`src/rtl/vram_cpu_adapter.sv`:
```
`default_nettype none
// ============================================================================
// vram_cpu_adapter : CPU 8/16/32-bit accesses onto the 32-bit VRAM word array
// Revision         : 1.0
// ============================================================================
module vram_cpu_adapter #(
    parameter int          MEM_AW        = 15,
    parameter logic [16:0] OBJ_BYTE_BASE = 17'h10000
) (
    input  logic              clka,
    input  logic              rsta,
    input  logic              cpu_req,
    input  logic              cpu_we,
    input  logic [1:0]        cpu_size,
    input  logic [16:0]       cpu_addr,
    input  logic [31:0]       cpu_wdata,
    output logic [31:0]       cpu_rdata,
    output logic              cpu_ack,
    output logic              busy,
    output logic [MEM_AW-1:0] mem_addr,
    output logic              mem_we,
    output logic [31:0]       mem_din,
    input  logic [31:0]       mem_dout
);

    typedef enum logic [1:0] {
        ST_IDLE = 2'd0,
        ST_RD   = 2'd1,
        ST_WR   = 2'd2,
        ST_ACK  = 2'd3
    } state_t;

    state_t            state_q, state_d;
    logic              we_q, we_d;
    logic [1:0]        size_q, size_d;
    logic [1:0]        eff_lo_q, eff_lo_d;
    logic [15:0]       wdata_lo_q, wdata_lo_d;
    logic [31:0]       cpu_rdata_q, cpu_rdata_d;
    logic              cpu_ack_q, cpu_ack_d;
    logic              busy_q, busy_d;
    logic [MEM_AW-1:0] mem_addr_q, mem_addr_d;
    logic              mem_we_q, mem_we_d;
    logic [31:0]       mem_din_q, mem_din_d;

    logic [16:0]       w_eff_in;
    logic [15:0]       w_new_half;
    logic [31:0]       w_merged;
    logic [15:0]       w_rd_half;
    logic [7:0]        w_rd_byte;
    logic [31:0]       w_rd_data;

    // Upper 32KB of the 128KB window mirrors the OBJ region below it.
    always_comb begin
        w_eff_in = cpu_addr;
        if (cpu_addr[16:15] == 2'b11) begin
            w_eff_in[15] = 1'b0;
        end
    end

    // Byte stores land on both bytes of the addressed halfword.
    always_comb begin
        w_new_half = (size_q == 2'd0) ? {wdata_lo_q[7:0], wdata_lo_q[7:0]} : wdata_lo_q;
        w_merged   = eff_lo_q[1] ? {w_new_half, mem_dout[15:0]}
                                 : {mem_dout[31:16], w_new_half};
    end

    always_comb begin
        w_rd_half = eff_lo_q[1] ? mem_dout[31:16] : mem_dout[15:0];
        case (eff_lo_q)
            2'd0:    w_rd_byte = mem_dout[7:0];
            2'd1:    w_rd_byte = mem_dout[15:8];
            2'd2:    w_rd_byte = mem_dout[23:16];
            default: w_rd_byte = mem_dout[31:24];
        endcase
        if (size_q[1]) begin
            w_rd_data = mem_dout;
        end else if (size_q[0]) begin
            w_rd_data = {w_rd_half, w_rd_half};
        end else begin
            w_rd_data = {4{w_rd_byte}};
        end
    end

    always_comb begin
        state_d     = state_q;
        we_d        = we_q;
        size_d      = size_q;
        eff_lo_d    = eff_lo_q;
        wdata_lo_d  = wdata_lo_q;
        cpu_rdata_d = cpu_rdata_q;
        cpu_ack_d   = 1'b0;
        mem_addr_d  = mem_addr_q;
        mem_we_d    = 1'b0;
        mem_din_d   = mem_din_q;
        case (state_q)
            ST_IDLE: begin
                if (cpu_req) begin
                    we_d       = cpu_we;
                    size_d     = cpu_size;
                    eff_lo_d   = w_eff_in[1:0];
                    wdata_lo_d = cpu_wdata[15:0];
                    mem_addr_d = MEM_AW'(w_eff_in[16:2]);
                    if (!cpu_we) begin
                        state_d = ST_RD;
                    end else if (cpu_size[1]) begin
                        state_d   = ST_WR;
                        mem_we_d  = 1'b1;
                        mem_din_d = cpu_wdata;
                    end else if ((cpu_size == 2'd0) && (w_eff_in >= OBJ_BYTE_BASE)) begin
                        state_d   = ST_ACK;
                        cpu_ack_d = 1'b1;
                    end else begin
                        state_d = ST_RD;
                    end
                end
            end
            ST_RD: begin
                // The old word is merged as it is captured, so mem_din is ready in WR.
                if (we_q) begin
                    state_d   = ST_WR;
                    mem_we_d  = 1'b1;
                    mem_din_d = w_merged;
                end else begin
                    state_d     = ST_ACK;
                    cpu_ack_d   = 1'b1;
                    cpu_rdata_d = w_rd_data;
                end
            end
            ST_WR: begin
                state_d   = ST_ACK;
                cpu_ack_d = 1'b1;
            end
            default: begin
                state_d = ST_IDLE;
            end
        endcase
        busy_d = (state_d != ST_IDLE);
    end

    always_ff @(posedge clka) begin
        if (rsta) begin
            state_q     <= ST_IDLE;
            we_q        <= 1'b0;
            size_q      <= 2'd0;
            eff_lo_q    <= 2'd0;
            wdata_lo_q  <= 16'h0;
            cpu_rdata_q <= 32'h0;
            cpu_ack_q   <= 1'b0;
            busy_q      <= 1'b0;
            mem_addr_q  <= '0;
            mem_we_q    <= 1'b0;
            mem_din_q   <= 32'h0;
        end else begin
            state_q     <= state_d;
            we_q        <= we_d;
            size_q      <= size_d;
            eff_lo_q    <= eff_lo_d;
            wdata_lo_q  <= wdata_lo_d;
            cpu_rdata_q <= cpu_rdata_d;
            cpu_ack_q   <= cpu_ack_d;
            busy_q      <= busy_d;
            mem_addr_q  <= mem_addr_d;
            mem_we_q    <= mem_we_d;
            mem_din_q   <= mem_din_d;
        end
    end

    assign cpu_rdata = cpu_rdata_q;
    assign cpu_ack   = cpu_ack_q;
    assign busy      = busy_q;
    assign mem_addr  = mem_addr_q;
    assign mem_we    = mem_we_q;
    assign mem_din   = mem_din_q;

endmodule
`default_nettype wire
```
`config.mk`:
```
export PLATFORM = sky130hd
export DESIGN_NAME = vram_cpu_adapter
export DESIGN_NICKNAME = d
export VERILOG_FILES = /design/src/rtl/vram_cpu_adapter.sv
export SDC_FILE = /design/constraint.sdc
export NUM_CORES = 1
export LEC_CHECK = 0
export ABC_CLOCK_PERIOD_IN_PS = 2400
export BUFFER_PORTS_ARGS = -buffer_cell sky130_fd_sc_hd__buf_2
export CAP_MARGIN = 20
export CELL_PAD_IN_SITES_DETAIL_PLACEMENT = 1
export CELL_PAD_IN_SITES_GLOBAL_PLACEMENT = 2
export CORE_ASPECT_RATIO = 0.5
export CORE_MARGIN = 2
export CORE_UTILIZATION = 29
export CTS_CLUSTER_SIZE = 20
export DETAILED_ROUTE_END_ITERATION = 10
export HOLD_SLACK_MARGIN = 0.12
export PLACE_DENSITY = 0.87
export SKIP_CTS_REPAIR_TIMING = 1
export SYNTH_ARGS = -nofsm -noshare
export SYNTH_HDL_FRONTEND = slang
export SYNTH_SLANG_ARGS = --single-unit
```
`constraint.sdc`:
```
create_clock -name clka -period 2.4 [get_ports clka]
set_input_delay 0.48 -clock clka [delete_from_list [all_inputs] [get_ports clka]]
set_output_delay 0.48 -clock clka [all_outputs]
set_load 0.05 [all_outputs]
```
-- Yosys cells after proc, flatten, opt, wreduce, memory -nomap -nowiden
Cells that the tools add are included.
Widths: inputs -> output; s select.
- input port bits: 87
- output and inout bits: 82
- flip-flop bits (word level): 105
- logic and storage cells: 61
- equal/unequal tests: 9
- bitwise operators: 1
- reductions and logical operators: 10
- multiplexer cells: 29
- order comparisons: 1
- operators by type and width (operator ; number):
    $mux 32 ; 7
    $pmux 32 s2 ; 1
    $mux 16 ; 2
    $pmux 8 s3 ; 1
    $ge 17x17->1 const B ; 1
    $mux 1 ; 11
    $logic_not 2->1 ; 4
    $mux 2 ; 4
    $ne 2x2->1 const B ; 4
    $eq 2x2->1 const B ; 3
    $pmux 2 s3 ; 1
    $reduce_and 5->1 ; 1
    $eq 2x1->1 const B ; 2
    $reduce_and 2->1 ; 2
    $reduce_bool 2->1 ; 2
    $pmux 1 s3 ; 1
    $pmux 1 s2 ; 1
    $logic_and 1x1->1 ; 1
    $not 1->1 ; 1

-- Depth between registers and ports, before layout
Gate-level depths: netlist (run 1).
- depth in word-level cells: 10
- depth in mapped cells: 9
- gate-level depth less buffers: 6

-- Least setup slack after synthesis (run 1)
OpenSTA, ideal clock, no wires.
- path kind: flip-flop to flip-flop
- from: register state_q[1]
- to: register mem_din_q[13] (netlist: mem_din[13])
- cell stages (with the launch flop): 10
- arrival time: 1.656 ns
- path buffers: 3
- data required time: 2.254 ns
- library setup time: 0.146 ns
- clock period less this slack: 1.802 ns
- setup slack: 0.598 ns
- cell sequence: dfxtp_1 -> inv_1 -> ha_1 -> buf_6 -> nor2b_4 -> buf_6 -> a211o_1 -> buf_2 -> a21oi_1 -> a211oi_2
- longest elaborated chain between the ends: 3
- elaborated cells on any way between the ends: 9
- those cells by class: eq/ne (5); mux (1); reduce/logical (3)
- RTL lines (item ; line ; RTL):
    start, declared ; 33 ; state_t state_q, state_d;
    start signal, assigned ; 154 ; state_q <= state_d;
    $eq 2x1->1 / $logic_not 2->1 (equally long branches) ; 95 ; case (state_q)
    $ne 2x2->1 (no source line) / $reduce_bool 2->1 (equally long branches) ; - ;
    $reduce_and 5->1 (no source line) ; - ;
    end signal, assigned ; 164 ; mem_din_q <= mem_din_d;
    end, declared ; 43 ; logic [31:0] mem_din_q, mem_din_d;
Parallel ways exist; a longest one is shown, timed or not.
A chain may end at the register's enable or synchronous reset.

-- Worst setup path after layout (run 1)
- from: register state_q[1]
- to: register mem_din_q[15] (netlist: mem_din[15])
Same word-level chain as after synthesis.

==> summary.md, run 1 <==
| Metric | Value |
|---|---|
| WL final | 18000 um |
| Crit path kind | register to register |
| RSZ-0062 raised after global routing | false |
| Sequential Power Share | 28.1% |
| Crit path buf inv count | 3 |
| Dominant cell type by area after synthesis | dfxtp_1 |
| Share of the synthesized area in the top cell type | 41.6% |
| Status | complete, no violations |
| CTS max path bufs | 2 |
| Worst path required time | 2.61 ns |
| Fin crit share | 85.4% |
| Setup TNS | 0 ns |
| Worst-skew pair later-pin latency | 0.34 ns |
| CP delay by family, top | buffers and inverters |
| Compound-Gate Fraction of Synth Area | 25.7% |
| Post-synth cell types | 41 |
| Final Hold Viols | 0 |
| Layout cells sized above 1 | 29.4% |
| Largest family of logic cells by synthesized area | compound AO/OA/AOI/OAI gates |
| Critical path cell sequence | inv_1, ha_1, buf_4, inv_1, a221oi_2, nor3_2 |
| VDD IR max | 0.454 mV |
| Post-Synth Simple-Gate Area | 17.2% |
| CP most frequent cell | inv_1 |
| Area contributors post-synth | dfxtp_1 (42%), mux2i_1 (7.9%), nand2_1 (7.8%), a21oi_1 (6.7%), a211oi_1 (4.8%) |
| TritonRoute pass-1 iters | 4 |
| Die W | 191 um |
| Final setup viols | 0 |
| Switch share | 51.4% |
| Mapped cell area | 0.00505 sq mm |
| Synthesis-to-finish area growth | 25.0% |
| Critical Path AT | 2.26 ns |
| Worst slew margin | 54.4% |
| Leakage | 2.58 nW |
| Post-DP HPWL | 13600 um |
| Layout fillers | 2099 |
| Register area share after synthesis | 41.6% |
| Final Slew Violations | 0 |
| Comb pwr share | 55.4% |
| Buffers on Ports | 168 |
| Mux share of post-synthesis cell area | 7.92% |
| Critical-path top delay cell | buf_4 |
| Vias in the first global route | 5142 |
| Final #Nets | 832 |
| Fin cells | 979 |
| Initial antenna violation count | 1 |
| GRT Overall Usage | 19.6% |
| Root buffer cell | clkbuf_16 |
| Max Cap Viol | 0 |
| Remaining global-route overflow | 0 |
| Diode count | 0 |
| Clock power share | 16.5% |
| First-pass GRT wire length | 28300 um |
| DR vias/cell | 5.06 |
| IO Pins | 169 |
| Row count | 34 |
| ANT nets after route | 0 |
| Largest stage delay, worst path | 0.44 ns |
| Remaining DRCs | 0 |
| Post-Synth Adder-Cell Area | 0.990% |
| Synth Area per Inst | 8.38 sq um |
| Maximum number of pins on one net before global-route repair | 53 |
| Fmax | 488 MHz |
| Placed cells | 964 |
| DR iter-0 viols | 287 |
| H-tree levels | 3 |
| Starting Density | 29.3% |
| Routability cong. | 0.811 |
| Clk pin slew, worst setup/hold paths | 0.07 ns |
| Least-Margin Pin Slew | 0.683 ns |
| Synthesized flop and latch total | 105 |
| Type of origin of the critical path | register |
| Num CTS Buffers | 9 |
| Post-DR wirelength/cell | 18.4 um |
| Vias after detailed routing | 4950 |
| Crit path max fanout | 49 |
| HP Class | input pin to register |
| Worst Setup End Kind | register |
| Final setup skew | 0.00788 ns |
| Syn nets | 694 |
| TritonCTS clock tree | built |
| Core region area | 0.0172 sq mm |
| Final Critical Period | 2.05 ns |
| Area share of xor/xnor cells in the synthesized design | 0% |
| Die span in y | 97.3 um |
| P per Cell Area | 1520 mW/mm^2 |
| TritonCTS Sinks | 105 |
| Die area | 0.0186 sq mm |
| Internal power | 4.68 mW |
| YS warnings | 0 |
| NetSw | 4.94 mW |
| Syn Inst Count | 603 |
==> kinds of logic (layout without fill, tap and decap cells) <==
family                     Yosys count  after routing
buffers and inverters               61            203
AOI/OAI and AO/OA                  188            188
muxes                               40             40
DFF                                105            105
adders and majority gates            4              4
and+or+nand+nor                    205            205
==> sequential cells by signal (all words and copies together), names as in the netlist <==
register and count:
mem_we 1, wdata_lo_q 16, eff_lo_q 2, mem_addr 15
cpu_rdata 32, cpu_ack 1, size_q 2, we_q 1
mem_din 32, busy 1, state_q 2
==> power groups by stage <==
| stage | registers, mW | clock network, mW | logic (mW) |
|---|---|---|---|
| 5_1_grt | 2.78 | 1.70 | 5.78 |
| 4_1_cts | 2.71 | 1.63 | 5.37 |
| 3_5_place_dp | 2.75 | 0 | 5.36 |
| 2_1_floorplan | 4.40 | 0 | 2.54 |
| 6_report | 2.70 | 1.59 | 5.33 |
| 3_3_place_gp | 2.72 | 0 | 5.27 |
==> worst register-to-register path, delay by kind of cell (launching register included) <==
family	cells	cell delay [ns]
AO/OA/AOI/OAI	1	0.38
buffers and inverters	3	0.91
flip-flops	1	0.34
adder cells (fa/ha/maj)	1	0.23
AND/OR/NAND/NOR	1	0.05
==> per-layer routing <==
| layer | share of wire (%) | vias to the layer above | global-route usage (%) |
|---|---|---|---|
| met5 | 0.067 | - | 0 |
| met4 | 2.4 | 2 | 6.62 |
| met3 | 4.6 | 31 | 3.47 |
| met2 | 48 | 116 | 32.8 |
| met1 | 45 | 2387 | 25.3 |
| li1 | - | 2414 | - |
==> cell usage in the layout, fill, tap and decap left out, types with 16 or more instances in the layout <==
master and n:
dfxtp_1 104, a21oi_1 68, o21ai_0 16, nor3_1 32
mux2i_1 40, nor2_1 53, buf_2 167, a211oi_1 32
nand2_1 105, o211ai_1 17
==> metrics by stage <==
| step | total power, mW | setup WS, ns | cell area, sq um | hold slack [ns] | util, % |
|---|---|---|---|---|---|
| floorplan | 6.94 | 0.598 | 5050 | 0.436 | - |
| finish | 9.62 | 0.350 | 6320 | 0.372 | 36.7 |
| CTS | 9.72 | 0.332 | 6320 | 0.361 | 36.7 |
| global placement | 7.99 | 0.396 | 6000 | 0.438 | 34.8 |
| detailed placement | 8.10 | 0.346 | 6000 | 0.447 | 34.8 |
| global route | 10.3 | 0.131 | 6320 | 0.383 | 36.7 |
==> worst paths after layout <==
check                        endpoint  slack, ns  depth (start not counted)                      from
max          mem_din[15]$_SDFFE_PP0P_       0.35                          6     state_q[1]$_SDFF_PP0_
min          mem_addr[2]$_SDFFE_PP0P_       0.37                          3               cpu_addr[4]
max reg2reg  mem_din[15]$_SDFFE_PP0P_       0.35                          6     state_q[1]$_SDFF_PP0_
min reg2reg  mem_din[21]$_SDFFE_PP0P_       0.45                          2  mem_din[21]$_SDFFE_PP0P_
==> area by class of cell <==
cell class	instances	area [sq um]	area share (%)
Tap cell	234	293	4.63
Inverter	6	22.5	0.356
Sequential cell	105	2100	33.3
Clock buffer	10	239	3.78
Clock inverter	5	80.1	1.27
Timing Repair Buffer	182	961	15.2
Multi-Input combinational cell	437	2620	41.5
==> Yosys cell counts (all sizes together) <==
library cell	count
nand2	106
dfxtp	105
a21oi	68
nor2	54
a211oi	48
mux2i	40
nor3	33
buf	29
clkbuf	26
o211ai	17
o21ai	16
a21o	15
o22ai	8
o32ai	8
inv	6
ha	4
and2	3
nand2b	2
nor2b	2
a211o	1
a21boi	1
a221oi	1
a31oi	1
a32oi	1
nand3	1
nand3b	1
o21a	1
o21bai	1
o311a	1
or3	1
or3b	1
or4b	1
No activity file was read; power rests on OpenSTA's default activity.
==> inputs of run 2 (changes only) <==
Settings changed: PLACE_DENSITY 0.87 to 0.9, RECOVER_POWER from default to 50.
==> run 2 against run 1 <==
  * Global-route usage is 0.24 points higher
  * Fmax decreased by 7.3%
  * Clock skew up 0.0041 ns
  * Worst setup slack got worse by 0.16 ns
  * Combinational power down 2%
  * Largest cell class unchanged
  * Highest routed layer is now met4
==> summary.md, run 2 (synthesis results as in run 1) <==
| Metric | Value |
|---|---|
| Type of origin of the critical path | register |
| Worst hold path stage count | 3 |
| Starting Density | 29.3% |
| Critical Path AT | 2.49 ns |
| Remaining global-route overflow | 0 |
| Final Hold Viols | 0 |
| DR iter-0 viols | 308 |
| CTS max path bufs | 2 |
| Most common cell after layout, fill and taps aside | nand2_1 |
| Least-Margin Pin Slew | 0.739 ns |
| Status | complete, no violations |
| Post-DR wirelength/cell | 18.5 um |
| Remaining DRCs | 0 |
| Fmax | 452 MHz |
| Critical-path top delay cell | a211o_1 |
| Pre-CTS WS | 0.227 ns |
| Crit path buf inv count | 2 |
| Row count | 34 |
| TritonCTS clock tree | built |
| Largest stage delay, worst path | 0.59 ns |
| ANT nets after route | 0 |
| First-pass GRT wire length | 28500 um |
| Die area | 0.0186 sq mm |
| Switch share | 53.9% |
| Final setup skew | 0.0120 ns |
| Root buffer cell | clkbuf_16 |
| Final setup viols | 0 |
| Initial antenna violation count | 0 |
| WL final | 18100 um |
| Comb pwr share | 55.3% |
| NetSw | 5.08 mW |
| Diode count | 0 |
| Critical path cell sequence | inv_1, ha_1, nor2_1, a211o_1, buf_4, nand2_1, a21oi_1 |
| Worst slew margin | 50.7% |
| TritonCTS Sinks | 105 |
| Sequential Power Share | 29.1% |
| Final total power | 9.42 mW |
| CP delay by family, top | compound AO/OA/AOI/OAI gates |
| Final #Nets | 832 |
| Fin util | 35.9% |
| Setup TNS | 0 ns |
| Crit path max fanout | 17 |
| Post-DP HPWL | 13700 um |
| Clock power share | 15.6% |
| Routability cong. | 0.828 |
| Clk pin slew, worst setup/hold paths | 0.08 ns |
| Die W | 191 um |
| Final Slew Violations | 0 |
| Hold endpoint | mem_addr[7]$_SDFFE_PP0P_ |
| HP Class | input pin to register |
| IO Pins | 169 |
| Reg-to-reg endpoint | mem_din[17]$_SDFFE_PP0P_ |
| Worst path required time | 2.68 ns |
| VDD IR max | 0.484 mV |
| Worst r2r src | state_q[1]$_SDFF_PP0_ |
| DR vias/cell | 5.06 |
| Internal power | 4.35 mW |
| P per Cell Area | 1520 mW/mm^2 |
| HP Start | cpu_addr[9] |
| Num CTS Buffers | 9 |
| Crit path kind | register to register |
| TritonRoute pass-1 iters | 5 |
| Vias in the first global route | 5071 |
| Setup slack after layout | 0.187 ns |
| Worst-skew pair later-pin latency | 0.36 ns |
| Leakage | 2.24 nW |
| Worst Setup End Kind | register |
| Most frequent cells in the layout | nand2_1 (105), dfxtp_1 (104), buf_2 (85) |
| Reg2Reg Depth | 7 |
| Core region area | 0.0172 sq mm |
| Synthesis-to-finish area growth | 22.4% |
| Buffers on Ports | 168 |
| Fin crit share | 92.2% |
| Layout cells sized above 1 | 18.2% |
| H-tree levels | 3 |
| Vias after detailed routing | 4960 |
| Maximum number of pins on one net before global-route repair | 51 |
| Die span in y | 97.3 um |
| Final Critical Period | 2.21 ns |
| Max Cap Viol | 0 |
| Reg2reg setup slack | 0.19 ns |
| GRT Overall Usage | 19.8% |
| RSZ-0062 raised after global routing | false |
run 2: per-layer routing:
layer / vias to the layer above / share of wire [%] / global-route usage, %
met2: 109 / 48 / 33.1
met4: 0 / 1.5 / 5.72
li1: 2420 / - / -
met1: 2407 / 45 / 25.6
met3: 24 / 5.2 / 4.23
met5: - / 0 / 0
run 2: power groups by stage:
stage	registers [mW]	clock network, mW	logic (mW)
2_1_floorplan	4.40	0	2.54
3_3_place_gp	2.76	0	5.28
6_report	2.74	1.47	5.21
5_1_grt	2.82	1.58	5.64
4_1_cts	2.74	1.51	5.40
3_5_place_dp	2.77	0	5.38
run 2: how the worst max path moves through the flow:
stage | to | slack (ns) | start | depth (start not counted)
2_1_floorplan | mem_din[13]$_SDFFE_PP0P_ | 0.60 | state_q[1]$_SDFF_PP0_ | 9
6_report | mem_din[17]$_SDFFE_PP0P_ | 0.19 | state_q[1]$_SDFF_PP0_ | 7
5_1_grt | mem_din[16]$_SDFFE_PP0P_ | 0.01 | state_q[1]$_SDFF_PP0_ | 7
4_1_cts | mem_din[17]$_SDFFE_PP0P_ | 0.20 | state_q[1]$_SDFF_PP0_ | 7
3_3_place_gp | mem_din[0]$_SDFFE_PP0P_ | 0.35 | state_q[1]$_SDFF_PP0_ | 7
3_5_place_dp | mem_din[17]$_SDFFE_PP0P_ | 0.23 | state_q[1]$_SDFF_PP0_ | 7
run 2: worst reg2reg max path, stage by stage, from the launching register on:
cell,delay (ns)
dfxtp_1,0.39
inv_1,0.08
ha_1,0.23
nor2_1,0.25
a211o_1,0.59
buf_4,0.35
nand2_1,0.09
a21oi_1,0.15
run 2: cell type report:
type                    count  area (sq um)
fillers                  2151         11000
multi-input cells         437          2620
flip-flops and latches    105          2100
repair buffers            182           858
well taps                 234           293
clock buffers              10           239
clock inverters             6          50.0
inverters                   6          22.5
run 2: per-stage QoR:
| step | hold WS, ns | instances | instance area [sq um] |
|---|---|---|---|
| 6_report | 0.350 | 980 | 6190 |
| 5_1_grt | 0.359 | 980 | 6190 |
| 4_1_cts | 0.343 | 980 | 6300 |
| 3_5_place_dp | 0.445 | 964 | 6010 |
| 3_3_place_gp | 0.440 | 964 | 6010 |
| 2_1_floorplan | 0.436 | 603 | 5050 |
